===== src/rtl/pmem_acc_pkg.sv =====
// -----------------------------------------------------------------------------
// pmem_acc_pkg
// Shared definitions for the partial-sum accumulation memory:
//   - pmem_state_e     : controller states (IDLE / CLEAR)
//   - default geometry : data and address widths
//   - pmem_sat_max/min : signed saturation bounds for any word width, returned
//                        as 64-bit patterns that callers truncate to their width
// -----------------------------------------------------------------------------
package pmem_acc_pkg;

    localparam int PMEM_DW_DEFAULT = 24;
    localparam int PMEM_AW_DEFAULT = 6;

    typedef enum logic [0:0] {
        ST_IDLE  = 1'b0,
        ST_CLEAR = 1'b1
    } pmem_state_e;

    // Largest positive two's complement value of a w-bit word.
    function automatic logic [63:0] pmem_sat_max(input int w);
        return (64'd1 << (w - 1)) - 64'd1;
    endfunction

    // Most negative two's complement value of a w-bit word (bit pattern 10..0).
    function automatic logic [63:0] pmem_sat_min(input int w);
        return 64'd1 << (w - 1);
    endfunction

endpackage


===== src/rtl/pmem_acc_array.sv =====
// -----------------------------------------------------------------------------
// pmem_acc_array
// Storage for pmem_acc: one synchronous write port and two asynchronous read
// ports (read-modify-write port and host read port). Contents are never reset.
// Kept as its own module so it can be replaced by a memory macro.
// Ports:
//   i_clk                  clock
//   i_we/i_waddr/i_wdata   write port
//   i_raddr_a / o_rdata_a  async read port A (accumulate read)
//   i_raddr_b / o_rdata_b  async read port B (host read)
// -----------------------------------------------------------------------------
module pmem_acc_array
    import pmem_acc_pkg::*;
#(
    parameter int DATA_WIDTH = PMEM_DW_DEFAULT,
    parameter int ADDR_WIDTH = PMEM_AW_DEFAULT
) (
    input  logic                  i_clk,
    input  logic                  i_we,
    input  logic [ADDR_WIDTH-1:0] i_waddr,
    input  logic [DATA_WIDTH-1:0] i_wdata,
    input  logic [ADDR_WIDTH-1:0] i_raddr_a,
    output logic [DATA_WIDTH-1:0] o_rdata_a,
    input  logic [ADDR_WIDTH-1:0] i_raddr_b,
    output logic [DATA_WIDTH-1:0] o_rdata_b
);

    localparam int DEPTH = 2 ** ADDR_WIDTH;

    logic [DATA_WIDTH-1:0] mem_q [0:DEPTH-1];

    // Single write port; no reset so the array maps onto plain RAM.
    always_ff @(posedge i_clk) begin
        if (i_we) begin
            mem_q[i_waddr] <= i_wdata;
        end
    end

    assign o_rdata_a = mem_q[i_raddr_a];
    assign o_rdata_b = mem_q[i_raddr_b];

endmodule


===== src/rtl/pmem_acc.sv =====
// -----------------------------------------------------------------------------
// pmem_acc
// Partial-sum memory with overwrite, pipelined accumulate, 1-cycle reads and a
// sequential full-array clear.
// Ports:
//   i_clk, i_rst           clock, synchronous active-high reset
//   i_wr_en, i_acc_en      write request; accumulate (1) or overwrite (0)
//   i_wr_addr, i_wr_data   write address and data/addend
//   i_rd_en, i_rd_addr     read request and address
//   i_clr                  pulse starting the clear sequence
//   o_rd_data, o_rd_valid  registered read data and its valid strobe
//   o_busy                 clear in progress, requests ignored
// Build option:
//   PMEM_ACC_SAT_EN        accumulate saturates to signed max/min instead of
//                          wrapping modulo 2**DATA_WIDTH
// -----------------------------------------------------------------------------
module pmem_acc
    import pmem_acc_pkg::*;
#(
    parameter int DATA_WIDTH = PMEM_DW_DEFAULT,
    parameter int ADDR_WIDTH = PMEM_AW_DEFAULT
) (
    input  logic                  i_clk,
    input  logic                  i_rst,
    input  logic                  i_wr_en,
    input  logic                  i_acc_en,
    input  logic [ADDR_WIDTH-1:0] i_wr_addr,
    input  logic [DATA_WIDTH-1:0] i_wr_data,
    input  logic                  i_rd_en,
    input  logic [ADDR_WIDTH-1:0] i_rd_addr,
    input  logic                  i_clr,
    output logic [DATA_WIDTH-1:0] o_rd_data,
    output logic                  o_rd_valid,
    output logic                  o_busy
);

    localparam int DEPTH = 2 ** ADDR_WIDTH;
    localparam logic [ADDR_WIDTH-1:0] LAST_ADDR = ADDR_WIDTH'(DEPTH - 1);

`ifdef PMEM_ACC_SAT_EN
    localparam logic [DATA_WIDTH-1:0] SUM_MAX = DATA_WIDTH'(pmem_sat_max(DATA_WIDTH));
    localparam logic [DATA_WIDTH-1:0] SUM_MIN = DATA_WIDTH'(pmem_sat_min(DATA_WIDTH));
`endif

    // Controller state
    pmem_state_e           state_q, state_d;
    logic [ADDR_WIDTH-1:0] clr_cnt_q, clr_cnt_d;

    // Stage 2 of the accumulate pipeline: a finished sum waiting to be written
    logic                  acc_vld_q, acc_vld_d;
    logic [ADDR_WIDTH-1:0] acc_addr_q, acc_addr_d;
    logic [DATA_WIDTH-1:0] acc_sum_q, acc_sum_d;

    // Read output registers
    logic [DATA_WIDTH-1:0] rd_data_q, rd_data_d;
    logic                  rd_valid_q, rd_valid_d;

    // Request qualification
    logic                  idle_s;
    logic                  clr_start_s;
    logic                  req_ok_s;
    logic                  ovw_s;
    logic                  acc_s;
    logic                  rd_s;

    // Datapath
    logic [DATA_WIDTH-1:0] rmw_rdata_s;
    logic [DATA_WIDTH-1:0] host_rdata_s;
    logic [DATA_WIDTH-1:0] old_s;
    logic [DATA_WIDTH-1:0] sum_s;
    logic [DATA_WIDTH-1:0] rd_bypass_s;
`ifdef PMEM_ACC_SAT_EN
    logic [DATA_WIDTH:0]   sum_wide_s;
`endif

    // Array write port
    logic                  mem_we_s;
    logic [ADDR_WIDTH-1:0] mem_waddr_s;
    logic [DATA_WIDTH-1:0] mem_wdata_s;

    // A clear request takes the whole cycle: same-cycle reads and writes are
    // dropped because the array is about to be zeroed anyway.
    assign idle_s      = (state_q == ST_IDLE);
    assign clr_start_s = idle_s & i_clr;
    assign req_ok_s    = idle_s & ~i_clr;
    assign ovw_s       = req_ok_s & i_wr_en & ~i_acc_en;
    assign acc_s       = req_ok_s & i_wr_en & i_acc_en;
    assign rd_s        = req_ok_s & i_rd_en;

    // Forward the pending stage-2 sum so back-to-back accumulates chain.
    assign old_s       = (acc_vld_q && (acc_addr_q == i_wr_addr)) ? acc_sum_q : rmw_rdata_s;
    // Reads see a sum still waiting in stage 2.
    assign rd_bypass_s = (acc_vld_q && (acc_addr_q == i_rd_addr)) ? acc_sum_q : host_rdata_s;

    pmem_acc_array #(
        .DATA_WIDTH (DATA_WIDTH),
        .ADDR_WIDTH (ADDR_WIDTH)
    ) u_array (
        .i_clk     (i_clk),
        .i_we      (mem_we_s),
        .i_waddr   (mem_waddr_s),
        .i_wdata   (mem_wdata_s),
        .i_raddr_a (i_wr_addr),
        .o_rdata_a (rmw_rdata_s),
        .i_raddr_b (i_rd_addr),
        .o_rdata_b (host_rdata_s)
    );

    // Signed add of old entry and addend, wrapping or saturating.
    always_comb begin
`ifdef PMEM_ACC_SAT_EN
        sum_wide_s = {old_s[DATA_WIDTH-1], old_s} + {i_wr_data[DATA_WIDTH-1], i_wr_data};
        // The two top bits of the widened sum differ only on signed overflow;
        // the top bit is the sign of the true result.
        if (sum_wide_s[DATA_WIDTH] != sum_wide_s[DATA_WIDTH-1]) begin
            if (sum_wide_s[DATA_WIDTH]) begin
                sum_s = SUM_MIN;
            end else begin
                sum_s = SUM_MAX;
            end
        end else begin
            sum_s = sum_wide_s[DATA_WIDTH-1:0];
        end
`else
        sum_s = old_s + i_wr_data;
`endif
    end

    // Write port arbitration: clear, then overwrite, then stage-2 commit.
    // A stage-2 sum that loses to an overwrite at another address simply waits.
    always_comb begin
        mem_we_s    = 1'b0;
        mem_waddr_s = '0;
        mem_wdata_s = '0;
        if (i_rst) begin
            mem_we_s = 1'b0;
        end else if (state_q == ST_CLEAR) begin
            mem_we_s    = 1'b1;
            mem_waddr_s = clr_cnt_q;
            mem_wdata_s = '0;
        end else if (ovw_s) begin
            mem_we_s    = 1'b1;
            mem_waddr_s = i_wr_addr;
            mem_wdata_s = i_wr_data;
        end else if (acc_vld_q) begin
            mem_we_s    = 1'b1;
            mem_waddr_s = acc_addr_q;
            mem_wdata_s = acc_sum_q;
        end else begin
            mem_we_s = 1'b0;
        end
    end

    // Stage-2 next state: load a new sum, hold behind an overwrite elsewhere,
    // or retire (committed, or discarded by an overwrite of the same entry).
    always_comb begin
        acc_vld_d  = acc_vld_q;
        acc_addr_d = acc_addr_q;
        acc_sum_d  = acc_sum_q;
        if (acc_s) begin
            acc_vld_d  = 1'b1;
            acc_addr_d = i_wr_addr;
            acc_sum_d  = sum_s;
        end else if (ovw_s && acc_vld_q && (acc_addr_q != i_wr_addr)) begin
            acc_vld_d = 1'b1;
        end else begin
            acc_vld_d = 1'b0;
        end
    end

    // Clear sequencer: one zero write per cycle from address 0 upward.
    always_comb begin
        state_d   = state_q;
        clr_cnt_d = clr_cnt_q;
        case (state_q)
            ST_IDLE: begin
                if (i_clr) begin
                    state_d   = ST_CLEAR;
                    clr_cnt_d = '0;
                end else begin
                    state_d = ST_IDLE;
                end
            end
            ST_CLEAR: begin
                if (clr_cnt_q == LAST_ADDR) begin
                    state_d   = ST_IDLE;
                    clr_cnt_d = '0;
                end else begin
                    clr_cnt_d = clr_cnt_q + ADDR_WIDTH'(1);
                end
            end
            default: begin
                state_d   = ST_IDLE;
                clr_cnt_d = '0;
            end
        endcase
    end

    // Read output: capture on accepted read, otherwise hold data, drop valid.
    always_comb begin
        rd_valid_d = rd_s;
        if (rd_s) begin
            rd_data_d = rd_bypass_s;
        end else begin
            rd_data_d = rd_data_q;
        end
    end

    // State registers with synchronous reset.
    always_ff @(posedge i_clk) begin
        if (i_rst) begin
            state_q    <= ST_IDLE;
            clr_cnt_q  <= '0;
            acc_vld_q  <= 1'b0;
            acc_addr_q <= '0;
            acc_sum_q  <= '0;
            rd_data_q  <= '0;
            rd_valid_q <= 1'b0;
        end else begin
            state_q    <= state_d;
            clr_cnt_q  <= clr_cnt_d;
            acc_vld_q  <= acc_vld_d;
            acc_addr_q <= acc_addr_d;
            acc_sum_q  <= acc_sum_d;
            rd_data_q  <= rd_data_d;
            rd_valid_q <= rd_valid_d;
        end
    end

    assign o_rd_data  = rd_data_q;
    assign o_rd_valid = rd_valid_q;
    assign o_busy     = (state_q == ST_CLEAR);

endmodule


===== config.mk =====
export PLATFORM = sky130hd
export DESIGN_NAME = pmem_acc
export DESIGN_NICKNAME = d
export VERILOG_FILES = /design/src/rtl/pmem_acc_pkg.sv /design/src/rtl/pmem_acc_array.sv /design/src/rtl/pmem_acc.sv
export SDC_FILE = /design/constraint.sdc
export NUM_CORES = 2
export LEC_CHECK = 0
export CAP_MARGIN = 30
export CORE_MARGIN = 1
export CORE_UTILIZATION = 40
export CTS_CLUSTER_SIZE = 12
export DETAILED_ROUTE_END_ITERATION = 16
export PLACE_DENSITY = 0.57
export SYNTH_ARGS = -nofsm -noshare
export SYNTH_HDL_FRONTEND = slang
export SYNTH_SLANG_ARGS = --single-unit

===== constraint.sdc =====
create_clock -name i_clk -period 5.8 [get_ports i_clk]
set_input_delay 0.87 -clock i_clk [delete_from_list [all_inputs] [get_ports i_clk]]
set_output_delay 0.87 -clock i_clk [all_outputs]
set_load 0.05 [all_outputs]

==> results.md <==
- Mux cell area share after synthesis: a little under a third
- WP data required: 6.53 ns
- IO Port Bufs: 67
- Largest net degree at the start of global routing: between 60 and 70
- Net Count, Synth: between 3000 and 4000
- Reg2Reg Depth: 15
- Worst IR Drop VDD: 0.000245 V
- P_int: approximately 19 mW
- Ys flop type: edfxtp_1
- Drt pass-1 iters: 8
- Run status: completed
- Clock power frac: between 40% and 50%
- Hold EP: acc_sum_q[7]
- Initial Utilization: approximately two fifths
- Startpoint type of the worst setup path: input pin
- Global-route wire length before repair: about 320000 um
- Asr flop ratio synth: 0%
- Minimum clock period: 5.09 ns
- Die X: about 430 um
- HP Class: flop to flop
- Post-route setup TNS: 0 ns
- Synth Area in Simple Gates: between 2 and 2.5%
- Avg Vias per Cell: around 6.3
- Compound-Gate Fraction of Synth Area: ~1.5%
- Sw Pwr: approximately 5.6 mW
- # rows: about 160
- Synth top area cells: edfxtp_1, mux4_2, dfxtp_1, clkbuf_1, nand2_1
- Hold Crit Depth: 2
- Power density over the cells: between 200 and 300 nW/um^2
- Slew HR: 37.0%
- Finished Layout Cells: ~6400
- Worst hold margin: slightly below 0.5 ns
- Total placed cells including tap cells: roughly 6100
- Sink Count: ~1600
- Die Height: roughly 430 um
- Crit Reg-Reg Endpoint: acc_sum_q[14]
- Hold_sp: acc_sum_q[7]
- Synth Area in Adders: less than 1%
- # setup viols final: 0
- Slew Limit Fails: 0
- Initial antenna violation count: 24
- Max Cap Viol: 0
- Filler instances: 15300
- Wire per inst: ~35 um
- Drt drc: 0
- Reg-to-reg critical path startpoint: u_array.mem_q[12][0]
- Syn Inst Count: between 3000 and 4000
- Reg2Reg Setup Slack: roughly 0.95 ns
- Setup bufs post-CTS: 0
- Final core utilization: 46.6%
- Root buffer cell: clkbuf_16
- Num CTS Buffers: ~170
- Critical path class: input pin to flop
- Clk_skew: approximately 0.027 ns
- Die Area: 189000 sq um
- Via count: 40300
- Register area share after synthesis: 63.4%
- Clk slew on worst S/H paths: about 0.06 ns
- Core Area: ~190000 sq um
- CTS Hold Bufs: 0
- Post-synth EDFFs: between 1500 and 2000
- Gpl congestion: 0.963
- Top-area cell type share of the netlist area: between 60% and 70%
- Vias in the first global route: between 40000 and 50000
- Slew @ Worst Pin: 0.944 ns
- Area leader, netlist: edfxtp_1
- Average size of a mapped cell: roughly 21 sq um
- Detailed Place HPWL: roughly 140000 um
- Total wire length: 226000 um
- Post-route ant nets: 0
- Ys Warns: 0
- Register bit total from synthesis: approximately 1600
- Iter 0 DRT Violations: 4917
- CTS H-tree lvls: 4
- Final hold violations: 0
- CTS tree: yes
- Worst Setup End Kind: flop
- Clk_lat worst skew: around 0.82 ns
- Layout area overhead: 15.7%
- GRT Total Usage: roughly 24%
- Tcrit/Tclk final: 87.8%
- CP Max Fanout: 15
- Flop pwr share: around half
- Xor/xnor cell area share of the yosys netlist: less than 1%
- Resize count post-CTS: 0
- Sw frac: 22.5%
- Largest family of logic cells by synthesized area: multiplexers
- RSZ-0062 raised after global routing: false
- Total power draw: approximately 25 mW
- Crit path DAT: ~5.8 ns
- Final nets: between 3000 and 4000
- Gr ovfl total: 0
- I/O pins: 68
- CTS Buffer Depth: 3
- Fmax: between 150 and 200 MHz
- Leakage: between 20 and 30 nW
- Distinct cell type count after synthesis: 53
- Layout cell share with drive strength beyond 1: between 40% and 50%
- Combinational share of power: slightly above 7%
- Mapped cell area: roughly 75000 sq um
## state kept, by name, summed over array words and instances, names as in the netlist
signal and flops:
u_array.mem_q 1536, o_rd_data 24, acc_vld_q 1, acc_sum_q 24
o_busy 1, acc_addr_q 6, clr_cnt_q 6, o_rd_valid 1
## stage by stage
| step | instance area [sq um] | worst slack [ns] |
|---|---|---|
| after floorplan | 74800 | 0.300 |
| after global placement | 81300 | -0.0816 |
| after detailed placement | 81300 | -0.0144 |
| after CTS | 86500 | 0.833 |
| after global routing | 86500 | 0.543 |
| final | 86500 | 0.709 |
## logic make-up after synthesis
kind of cell	count (synthesis)
AO/OA/AOI/OAI	170
XOR/XNOR	23
adder cells (fa/ha/maj)	25
buffers and inverters	290
flip-flops	1599
multiplexers	1033
AND/OR/NAND/NOR	370
## synthesized netlist by cell type (all sizes together), types with 2 or more instances
cell type,count
a31oi,4
nand3,41
a21oi,71
mux2i,5
buf,125
mux4,1004
edfxtp,1536
mux2,24
clkbuf,153
o21a,3
a211o,3
o21bai,4
o211ai,4
a2bb2oi,2
o21ai,16
nand2,147
ha,24
o31ai,2
and3,9
xnor2,22
nor2b,6
o311ai,4
or4,2
a21o,7
and2,2
a41oi,2
nand4,8
nand2b,3
a311oi,25
dfxtp,63
or3,9
nor4b,2
nor2,117
o221ai,3
a22o,2
nor3,13
inv,12
or2,2
a211oi,14
nor4,3
nor3b,3
## final cells by class
class | instances | area (sq um) | area share (%)
inverter | 12 | 45.0 | 0.0520
sequential | 1599 | 47400 | 54.8
clock buffer | 224 | 4620 | 5.33
antenna | 4 | 10.0 | 0.0116
timing repair buffer | 351 | 3820 | 4.42
multi-input combinational | 1621 | 26900 | 31.1
clock inverter | 79 | 632 | 0.730
tap | 2480 | 3100 | 3.59
## worst max-delay path: stages
cell and delay, ns:
buf_8 0.21, buf_12 0.15, buf_4 0.32, buf_4 0.29, mux4_2 0.53, mux4_2 0.58, mux4_2 0.48, mux2_2 0.28
ha_1 0.33, a21oi_1 0.16, nor2_1 0.07, o311ai_0 0.39, buf_4 0.19, nand4_1 0.13, nand2_1 0.11, o21ai_0 0.09
or4_1 0.41, o221ai_1 0.17
## worst max-delay path by stage
stage                            start             to
after floorplan           i_wr_addr[1]  acc_sum_q[14]
after global placement    i_wr_addr[0]  acc_sum_q[14]
after detailed placement  i_wr_addr[0]  acc_sum_q[14]
after CTS                 i_wr_addr[0]  acc_sum_q[23]
after global routing      i_wr_addr[0]  acc_sum_q[22]
final                     i_wr_addr[0]  acc_sum_q[23]
## power groups by stage
stage               Clock [mW]  Combinational, mW  Sequential [mW]
floorplan                    0               1.06             12.9
global placement             0               1.77             12.8
detailed placement           0               1.77             12.8
CTS                       10.7               1.78             12.6
global route              11.1               1.86             12.6
finish                    10.5               1.77             12.6
## metal layers
| layer | up-vias | share of wire (%) | track usage (%) | wire [um] |
|---|---|---|---|---|
| met4 | 2 | 2.4 | 6.36 | 5360 |
| li1 | 16000 | - | - | - |
| met5 | - | 0.0088 | 0 | 20 |
| met3 | 294 | 7.1 | 4.05 | 16100 |
| met2 | 1692 | 51 | 40.8 | 115000 |
| met1 | 22300 | 40 | 32.9 | 89800 |
## layout by cell type (no fill, tap or decap), types with 5 or more instances in the layout
| cell | synthesis | layout |
|---|---|---|
| inv_1 | 12 | 12 |
| xnor2_1 | 22 | 22 |
| a211oi_1 | 14 | 14 |
| buf_4 | 1 | 203 |
| o21ai_0 | 16 | 16 |
| ha_1 | 24 | 24 |
| buf_8 | 0 | 6 |
| nand3_1 | 41 | 40 |
| and3_1 | 9 | 9 |
| nand2_1 | 147 | 147 |
| bufinv_16 | 0 | 9 |
| nor2b_1 | 6 | 6 |
| a21oi_1 | 71 | 47 |
| nor3_1 | 13 | 12 |
| or3_1 | 9 | 9 |
| buf_2 | 85 | 5 |
| a311oi_1 | 25 | 25 |
| clkbuf_1 | 153 | 46 |
| mux4_2 | 1004 | 1004 |
| edfxtp_1 | 1536 | 1536 |
| clkinv_2 | 0 | 21 |
| mux2i_1 | 5 | 5 |
| nor2_4 | 0 | 64 |
| nand4_1 | 8 | 8 |
| dfxtp_1 | 63 | 63 |
| nor2_1 | 117 | 52 |
| mux2_2 | 24 | 24 |
| clkbuf_16 | 0 | 177 |
| clkinv_1 | 0 | 39 |
| a21oi_4 | 0 | 24 |
| a21o_1 | 7 | 7 |
| clkdlybuf4s50_1 | 0 | 54 |
| buf_12 | 0 | 81 |
Note: power is estimated with default switching activity, not from simulation.
